==> config.mk <==
export PLATFORM = sky130hd
export DESIGN_NAME = vend_sequencer
export DESIGN_NICKNAME = d
export VERILOG_FILES = /design/src/rtl/vend_sequencer.sv
export SDC_FILE = /design/constraint.sdc
export NUM_CORES = 1
export LEC_CHECK = 0
export CAP_MARGIN = 20
export CORE_MARGIN = 3
export CORE_UTILIZATION = 30
export DETAILED_ROUTE_END_ITERATION = 8
export RECOVER_POWER = 50
export SYNTH_ARGS = -nofsm -noshare
export SYNTH_HDL_FRONTEND = slang
export SYNTH_SLANG_ARGS = --single-unit
==> constraint.sdc <==
create_clock -name clk -period 3.8 [get_ports clk]
set_input_delay 0.57 -clock clk [delete_from_list [all_inputs] [get_ports clk]]
set_output_delay 0.57 -clock clk [all_outputs]
set_load 0.01 [all_outputs]
==> src/rtl/vend_sequencer.sv <==
// vend_sequencer
//   Transaction controller for the coin-operated selling machine. Accumulates
//   credit from the coin encoder, accepts an item selection, runs the product
//   dispense handshake, then pays change (or a refund) one half-yuan coin at a
//   time through the change-dispenser handshake. Everything runs on clk; the
//   slow time base arrives as the one-cycle 'tick' enable.
//
// Ports
//   clk        system clock
//   clr        synchronous active-high reset
//   tick       one-clk slow time enable (drives the inactivity timer)
//   coin_vld   one-clk coin event, coin_code 01 = 1 unit, 10 = 2 units
//   item_vld   one-clk selection event, item_sel picks item 0 / item 1
//   cancel     one-clk refund request
//   vend_ack   dispenser done, honoured only while vend_req = 1
//   chg_ack    one change coin ejected, honoured only while chg_req = 1
//   credit     current credit in half-yuan units
//   vend_req   dispense request level, vend_item = item being dispensed
//   chg_req    change/refund coin request level
//   coin_rej   one-clk pulse, coin mechanically returned
//   busy       high while dispensing, paying change or refunding
module vend_sequencer #(
   parameter int unsigned CW         = 5,
   parameter int unsigned PRICE0     = 3,
   parameter int unsigned PRICE1     = 5,
   parameter int unsigned MAX_CREDIT = 10,
   parameter int unsigned TIMEOUT    = 15
) (
   input  logic          clk,
   input  logic          clr,
   input  logic          tick,
   input  logic          coin_vld,
   input  logic [1:0]    coin_code,
   input  logic          item_vld,
   input  logic          item_sel,
   input  logic          cancel,
   input  logic          vend_ack,
   input  logic          chg_ack,
   output logic [CW-1:0] credit,
   output logic          vend_req,
   output logic          vend_item,
   output logic          chg_req,
   output logic          coin_rej,
   output logic          busy
);

   typedef enum logic [2:0] {
      S_IDLE,
      S_CREDIT,
      S_VEND,
      S_CHANGE,
      S_REFUND
   } state_t;

   localparam logic [CW:0]   MAX_C     = MAX_CREDIT[CW:0];
   localparam logic [CW-1:0] PRICE0_C  = PRICE0[CW-1:0];
   localparam logic [CW-1:0] PRICE1_C  = PRICE1[CW-1:0];
   localparam logic [CW-1:0] ONE_C     = {{(CW-1){1'b0}}, 1'b1};
   localparam logic [7:0]    TIMEOUT_C = TIMEOUT[7:0];

   state_t        state_q,     state_d;
   logic [CW-1:0] credit_q,    credit_d;
   logic [7:0]    idle_cnt_q,  idle_cnt_d;
   logic          vend_req_q,  vend_req_d;
   logic          vend_item_q, vend_item_d;
   logic          chg_req_q,   chg_req_d;
   logic          coin_rej_q,  coin_rej_d;
   logic          busy_q,      busy_d;

   logic [1:0]    coin_units;
   logic          coin_ok;
   logic [CW:0]   coin_sum;
   logic [CW-1:0] price;

   always_comb begin
      unique case (coin_code)
         2'b01:   coin_units = 2'd1;
         2'b10:   coin_units = 2'd2;
         default: coin_units = 2'd0;
      endcase
      coin_ok  = coin_vld && (coin_units != 2'd0);
      // one extra bit so the ceiling compare cannot wrap
      coin_sum = {1'b0, credit_q} + {{(CW-1){1'b0}}, coin_units};
      price    = item_sel ? PRICE1_C : PRICE0_C;
   end

   always_comb begin
      state_d     = state_q;
      credit_d    = credit_q;
      idle_cnt_d  = idle_cnt_q;
      vend_item_d = vend_item_q;
      coin_rej_d  = 1'b0;

      unique case (state_q)
         S_IDLE: begin
            if (coin_ok) begin
               if (coin_sum > MAX_C) begin
                  coin_rej_d = 1'b1;
               end else begin
                  credit_d   = coin_sum[CW-1:0];
                  idle_cnt_d = '0;
                  state_d    = S_CREDIT;
               end
            end
         end

         S_CREDIT: begin
            if (credit_q == '0) begin
               // unreachable guard: an empty session falls back to idle
               idle_cnt_d = '0;
               state_d    = S_IDLE;
            end else if (cancel) begin
               coin_rej_d = coin_ok;
               idle_cnt_d = '0;
               state_d    = S_REFUND;
            end else if (item_vld) begin
               // selection outranks a coin in the same cycle, even when it
               // turns out to be unaffordable
               coin_rej_d = coin_ok;
               idle_cnt_d = '0;
               if (credit_q >= price) begin
                  credit_d    = credit_q - price;
                  vend_item_d = item_sel;
                  state_d     = S_VEND;
               end
            end else if (coin_ok && (coin_sum <= MAX_C)) begin
               // accepted coin clears the timer, winning over a same-cycle tick
               credit_d   = coin_sum[CW-1:0];
               idle_cnt_d = '0;
            end else begin
               coin_rej_d = coin_ok;
               if (tick) begin
                  if (idle_cnt_q + 8'd1 >= TIMEOUT_C) begin
                     idle_cnt_d = '0;
                     state_d    = S_REFUND;
                  end else begin
                     idle_cnt_d = idle_cnt_q + 8'd1;
                  end
               end
            end
         end

         S_VEND: begin
            coin_rej_d = coin_ok;
            if (vend_req_q && vend_ack) begin
               state_d = (credit_q != '0) ? S_CHANGE : S_IDLE;
            end
         end

         S_CHANGE, S_REFUND: begin
            coin_rej_d = coin_ok;
            if (credit_q == '0) begin
               state_d = S_IDLE;
            end else if (chg_req_q && chg_ack) begin
               credit_d = credit_q - ONE_C;
               if (credit_q == ONE_C) begin
                  state_d = S_IDLE;
               end
            end
         end

         default: begin
            state_d    = S_IDLE;
            credit_d   = '0;
            idle_cnt_d = '0;
         end
      endcase

      // outputs are registered from the next-state view
      vend_req_d = (state_d == S_VEND);
      chg_req_d  = ((state_d == S_CHANGE) || (state_d == S_REFUND)) && (credit_d != '0);
      busy_d     = (state_d == S_VEND) || (state_d == S_CHANGE) || (state_d == S_REFUND);
   end

   always_ff @(posedge clk) begin
      if (clr) begin
         state_q     <= S_IDLE;
         credit_q    <= '0;
         idle_cnt_q  <= '0;
         vend_req_q  <= 1'b0;
         vend_item_q <= 1'b0;
         chg_req_q   <= 1'b0;
         coin_rej_q  <= 1'b0;
         busy_q      <= 1'b0;
      end else begin
         state_q     <= state_d;
         credit_q    <= credit_d;
         idle_cnt_q  <= idle_cnt_d;
         vend_req_q  <= vend_req_d;
         vend_item_q <= vend_item_d;
         chg_req_q   <= chg_req_d;
         coin_rej_q  <= coin_rej_d;
         busy_q      <= busy_d;
      end
   end

   assign credit    = credit_q;
   assign vend_req  = vend_req_q;
   assign vend_item = vend_item_q;
   assign chg_req   = chg_req_q;
   assign coin_rej  = coin_rej_q;
   assign busy      = busy_q;

endmodule

==> load_flow_metrics.sql, run 1 <==
INSERT INTO impl_metrics (metric_group, metric, value, unit) VALUES
('grt', 'use_met3', '1.892', '%'),
('grt', 'grt_pass1_vias', '1770', ''),
('synth', 'synth_top_flop_cell', 'sky130_fd_sc_hd__dfxtp_1', ''),
('timing', 'fmax', '0.2860', 'GHz'),
('cells_and_area', 'antenna_cells_inserted', '0', ''),
('cts', 'cts_tree', 'done', ''),
('synth', 'post-synth-top-area-cell', 'sky130_fd_sc_hd__dfxtp_1', ''),
('timing', 'transition_time_at_the_pin_with_the_least_slew_margin', '862.6', 'ps'),
('timing', 'final.period_utilization', '92.00', '%'),
('synth', 'mappedNetlistNets', '261', ''),
('cts', 'post_cts_resize_count', '0', ''),
('place', 'placed_cell_area', '2241', 'µm²'),
('synth', 'ys_async_sr_fraction', '0', '%'),
('floorplanning', 'initial_core_util', '32.24', '%'),
('critical_path', 'regToRegSetupSlack', '590', 'ps'),
('critical_path', 'worst_r2r_endpoint', 'chg_req', ''),
('grt', 'top_usage_layer', 'met2', ''),
('grt', 'gr-usage-met2', '22.22', '%'),
('timing', 'grt_setup_unrepaired', 'false', ''),
('drt', 'post_drt_via_cell_ratio', '5.750', ''),
('cts', 'post_cts.repair.setup_buffers', '0', ''),
('drt', 'detailedRoute.firstPassIterationCount', '4', ''),
('critical_path', 'timing.reg2reg.worst_path_depth', '9', ''),
('synth', 'post_synth_inst_count', '237', ''),
('place', 'port_buffers', '20', ''),
('cts', 'cts_max_path_buffers', '2', ''),
('drt', 'drc', '0', ''),
('power', 'p_leak', '0.9058', 'nW'),
('drt', 'wirelength', '5058', 'µm'),
('timing', 'setup_viol_count_final', '0', ''),
('worst_hold_path', 'worstHoldPathType', 'reg -> reg', ''),
('timing', 'timing_max_transition_violations_final', '0', ''),
('place', 'detailedPlacementHpwl', '3943', 'µm'),
('critical_path', 'critPathCaptureType', 'flip-flop', ''),
('synth', 'synth_enable_flop_cells', '0', ''),
('cells_and_area', 'area.growth.synth_to_final', '14.75', '%'),
('synth', 'ys_top_cells_by_count', 'sky130_fd_sc_hd__dfxtp_1, sky130_fd_sc_hd__nor2_1, sky130_fd_sc_hd__nand2_1, sky130_fd_sc_hd__a21oi_1, sky130_fd_sc_hd__nor2b_1', ''),
('power', 'vdd.ir_drop.worst', '0.1574', 'mV'),
('worst_hold_path', 'hold_path.startpoint', 'vend_item', ''),
('timing', 'final_min_period', '3496', 'ps'),
('synth', 'yosysWarningCount', '0', ''),
('synth', 'synth_sequential_area_ratio', '21.27', '%'),
('cts', 'cts_made_buffers', '3', ''),
('power', 'power.density', '216.5', 'nW/µm²'),
('synth', 'ys_top_cells_by_area', 'sky130_fd_sc_hd__dfxtp_1, sky130_fd_sc_hd__ha_1, sky130_fd_sc_hd__nor2b_1, sky130_fd_sc_hd__a21oi_1, sky130_fd_sc_hd__nor2_1', ''),
('grt', 'grt_antenna_before_repair', '0', ''),
('critical_path', 'cpLargestDelayFamily', 'compound AO/OA/AOI/OAI gates', ''),
('flow_run', 'timing.max_cap.violations', '0', ''),
('drt', 'routed_wire_length_per_instance', '15.42', 'µm'),
('cells_and_area', 'drive_above_1_share', '9.486', '%'),
('place', 'gp_routability_congestion', '0.9164', ''),
('floorplanning', 'cell_rows', '28', ''),
('critical_path', 'path_max_fanout', '9', ''),
('timing', 'clock-skew-final', '1.796', 'ps'),
('timing', 'timing.slew.headroom', '42.50', '%'),
('critical_path', 'crit_path_cell_trace', 'clkdlybuf4s50_1 > inv_1 > ha_1 > ha_1 > fa_1 > xor2_1 > a21oi_1 > o211ai_4 > mux2i_1 > a31o_1 > o211ai_1 > o41a_1', ''),
('floorplanning', 'io_pins', '21', ''),
('grt', 'global_route.usage.met1', '19.55', '%'),
('cts', 'cts_htree_levels', '1', ''),
('outcome', 'status', 'finished, final reports clean', ''),
('synth', 'synth.distinct_cells', '69', ''),
('grt', 'grt.total_usage', '13.80', '%'),
('floorplanning', 'die_area', '7599', 'µm²'),
('critical_path', 'cp.buffers_inverters', '2', ''),
('cts', 'cts_root_buf', 'sky130_fd_sc_hd__clkbuf_8', ''),
('floorplanning', 'fp.dieW', '87.18', 'µm'),
('timing', 'final-hold-violation-count', '0', ''),
('grt', 'grt_first_pass_wirelength', '8487', 'µm'),
('cts', 'cts_hold_repair.buffers', '0', ''),
('drt', 'first_iter_violations', '187', ''),
('cells_and_area', 'finalInstanceArea', '2268', 'µm²');
layout make-up:
type / instances / area, µm²
Clock buffer: 3 / 41.29
Clock inverter: 1 / 7.507
Fill cell: 627 / 3862
Inverter: 10 / 37.54
Multi-Input combinational cell: 193 / 1438
Sequential cell: 21 / 420.4
Tap cell: 75 / 93.84
Timing Repair Buffer: 25 / 230.2
per-layer routing:
metal  vias up  routed length (µm)
met3         6                 339
li1        934                   -
met2        69                2299
met1       877                2350
met4         0                  70
met5         -                   0
flip-flops by register name, indices dropped and copies added, names as in the netlist:
signal	flops
credit	5
vend_item	1
idle_cnt_q	8
coin_rej	1
vend_req	1
chg_req	1
state_q	3
busy	1
worst max path at each step:
stage                 start       to  slack, ps  depth (start not counted)
3_5_place_dp   coin_code[1]  chg_req         80                         12
6_report       coin_code[1]  chg_req        300                         12
5_1_grt        coin_code[1]  chg_req        130                         12
2_1_floorplan  coin_code[1]  chg_req        760                         11
3_3_place_gp   coin_code[1]  chg_req        160                         12
4_1_cts        coin_code[1]  chg_req        370                         12
worst min-delay path: stages, from the launching register on:
cell                      delay [ps]
sky130_fd_sc_hd__dfxtp_1         330
sky130_fd_sc_hd__a21oi_1          60
sky130_fd_sc_hd__nor2_1           80
kinds of logic after synthesis:
kind of cell,Yosys count,share of synthesized area [%]
compound gates,73,30.82
flops,21,21.27
fa+ha+maj,13,8.987
xor+xnor,4,1.772
mux,4,2.025
simple gates,99,29.81
buf+inv,23,5.317
report_power, final:
| part | switching [mW] | total [mW] | internal (mW) | leakage (nW) |
|---|---|---|---|---|
| Combinational | 0.0617 | 0.110 | 0.0483 | 0.715 |
| Sequential | 0.00731 | 0.230 | 0.222 | 0.169 |
| Clock | 0.0774 | 0.151 | 0.0741 | 0.0217 |
cell usage in the layout (no fill, tap or decap), types with 4 or more instances in the layout:
cell                              Yosys  routed
sky130_fd_sc_hd__ha_1                11      11
sky130_fd_sc_hd__inv_1               10      10
sky130_fd_sc_hd__or2_2                4       4
sky130_fd_sc_hd__a21oi_1             15      15
sky130_fd_sc_hd__nor2b_1             13      13
sky130_fd_sc_hd__nor4b_1              5       5
sky130_fd_sc_hd__nand3_1              6       6
sky130_fd_sc_hd__nor3_1               4       4
sky130_fd_sc_hd__mux2i_1              4       4
sky130_fd_sc_hd__dfxtp_1             21      21
sky130_fd_sc_hd__dlygate4sd3_1        0       9
sky130_fd_sc_hd__clkdlybuf4s50_1      0      11
sky130_fd_sc_hd__nor2_1              20      20
sky130_fd_sc_hd__o21ai_0              7       7
sky130_fd_sc_hd__nand2_1             16      16
metrics by stage:
stage	cells	power, mW	util [%]	setup slack (ps)
after CTS	328	0.5006	37.35	368.1
final	328	0.4912	37.00	304.0
after global placement	324	0.3472	36.55	164.5
after global routing	328	0.5212	37.00	126.3
after detailed placement	324	0.3462	36.55	81.21
after floorplan	237	0.3106	-	764.6
Power figures use the tool's default switching activity.
==> run 2: changes to the inputs <==
--- a/config.mk
+++ b/config.mk
@@ -8,6 +8,7 @@
 export CAP_MARGIN = 20
 export CORE_MARGIN = 3
 export CORE_UTILIZATION = 30
+export CTS_CLUSTER_DIAMETER = 40
 export DETAILED_ROUTE_END_ITERATION = 8
 export RECOVER_POWER = 50
 export SYNTH_ARGS = -nofsm -noshare
==> results of run 2 <==
The final DEF is identical to that of run 1; final timing and power are the same.
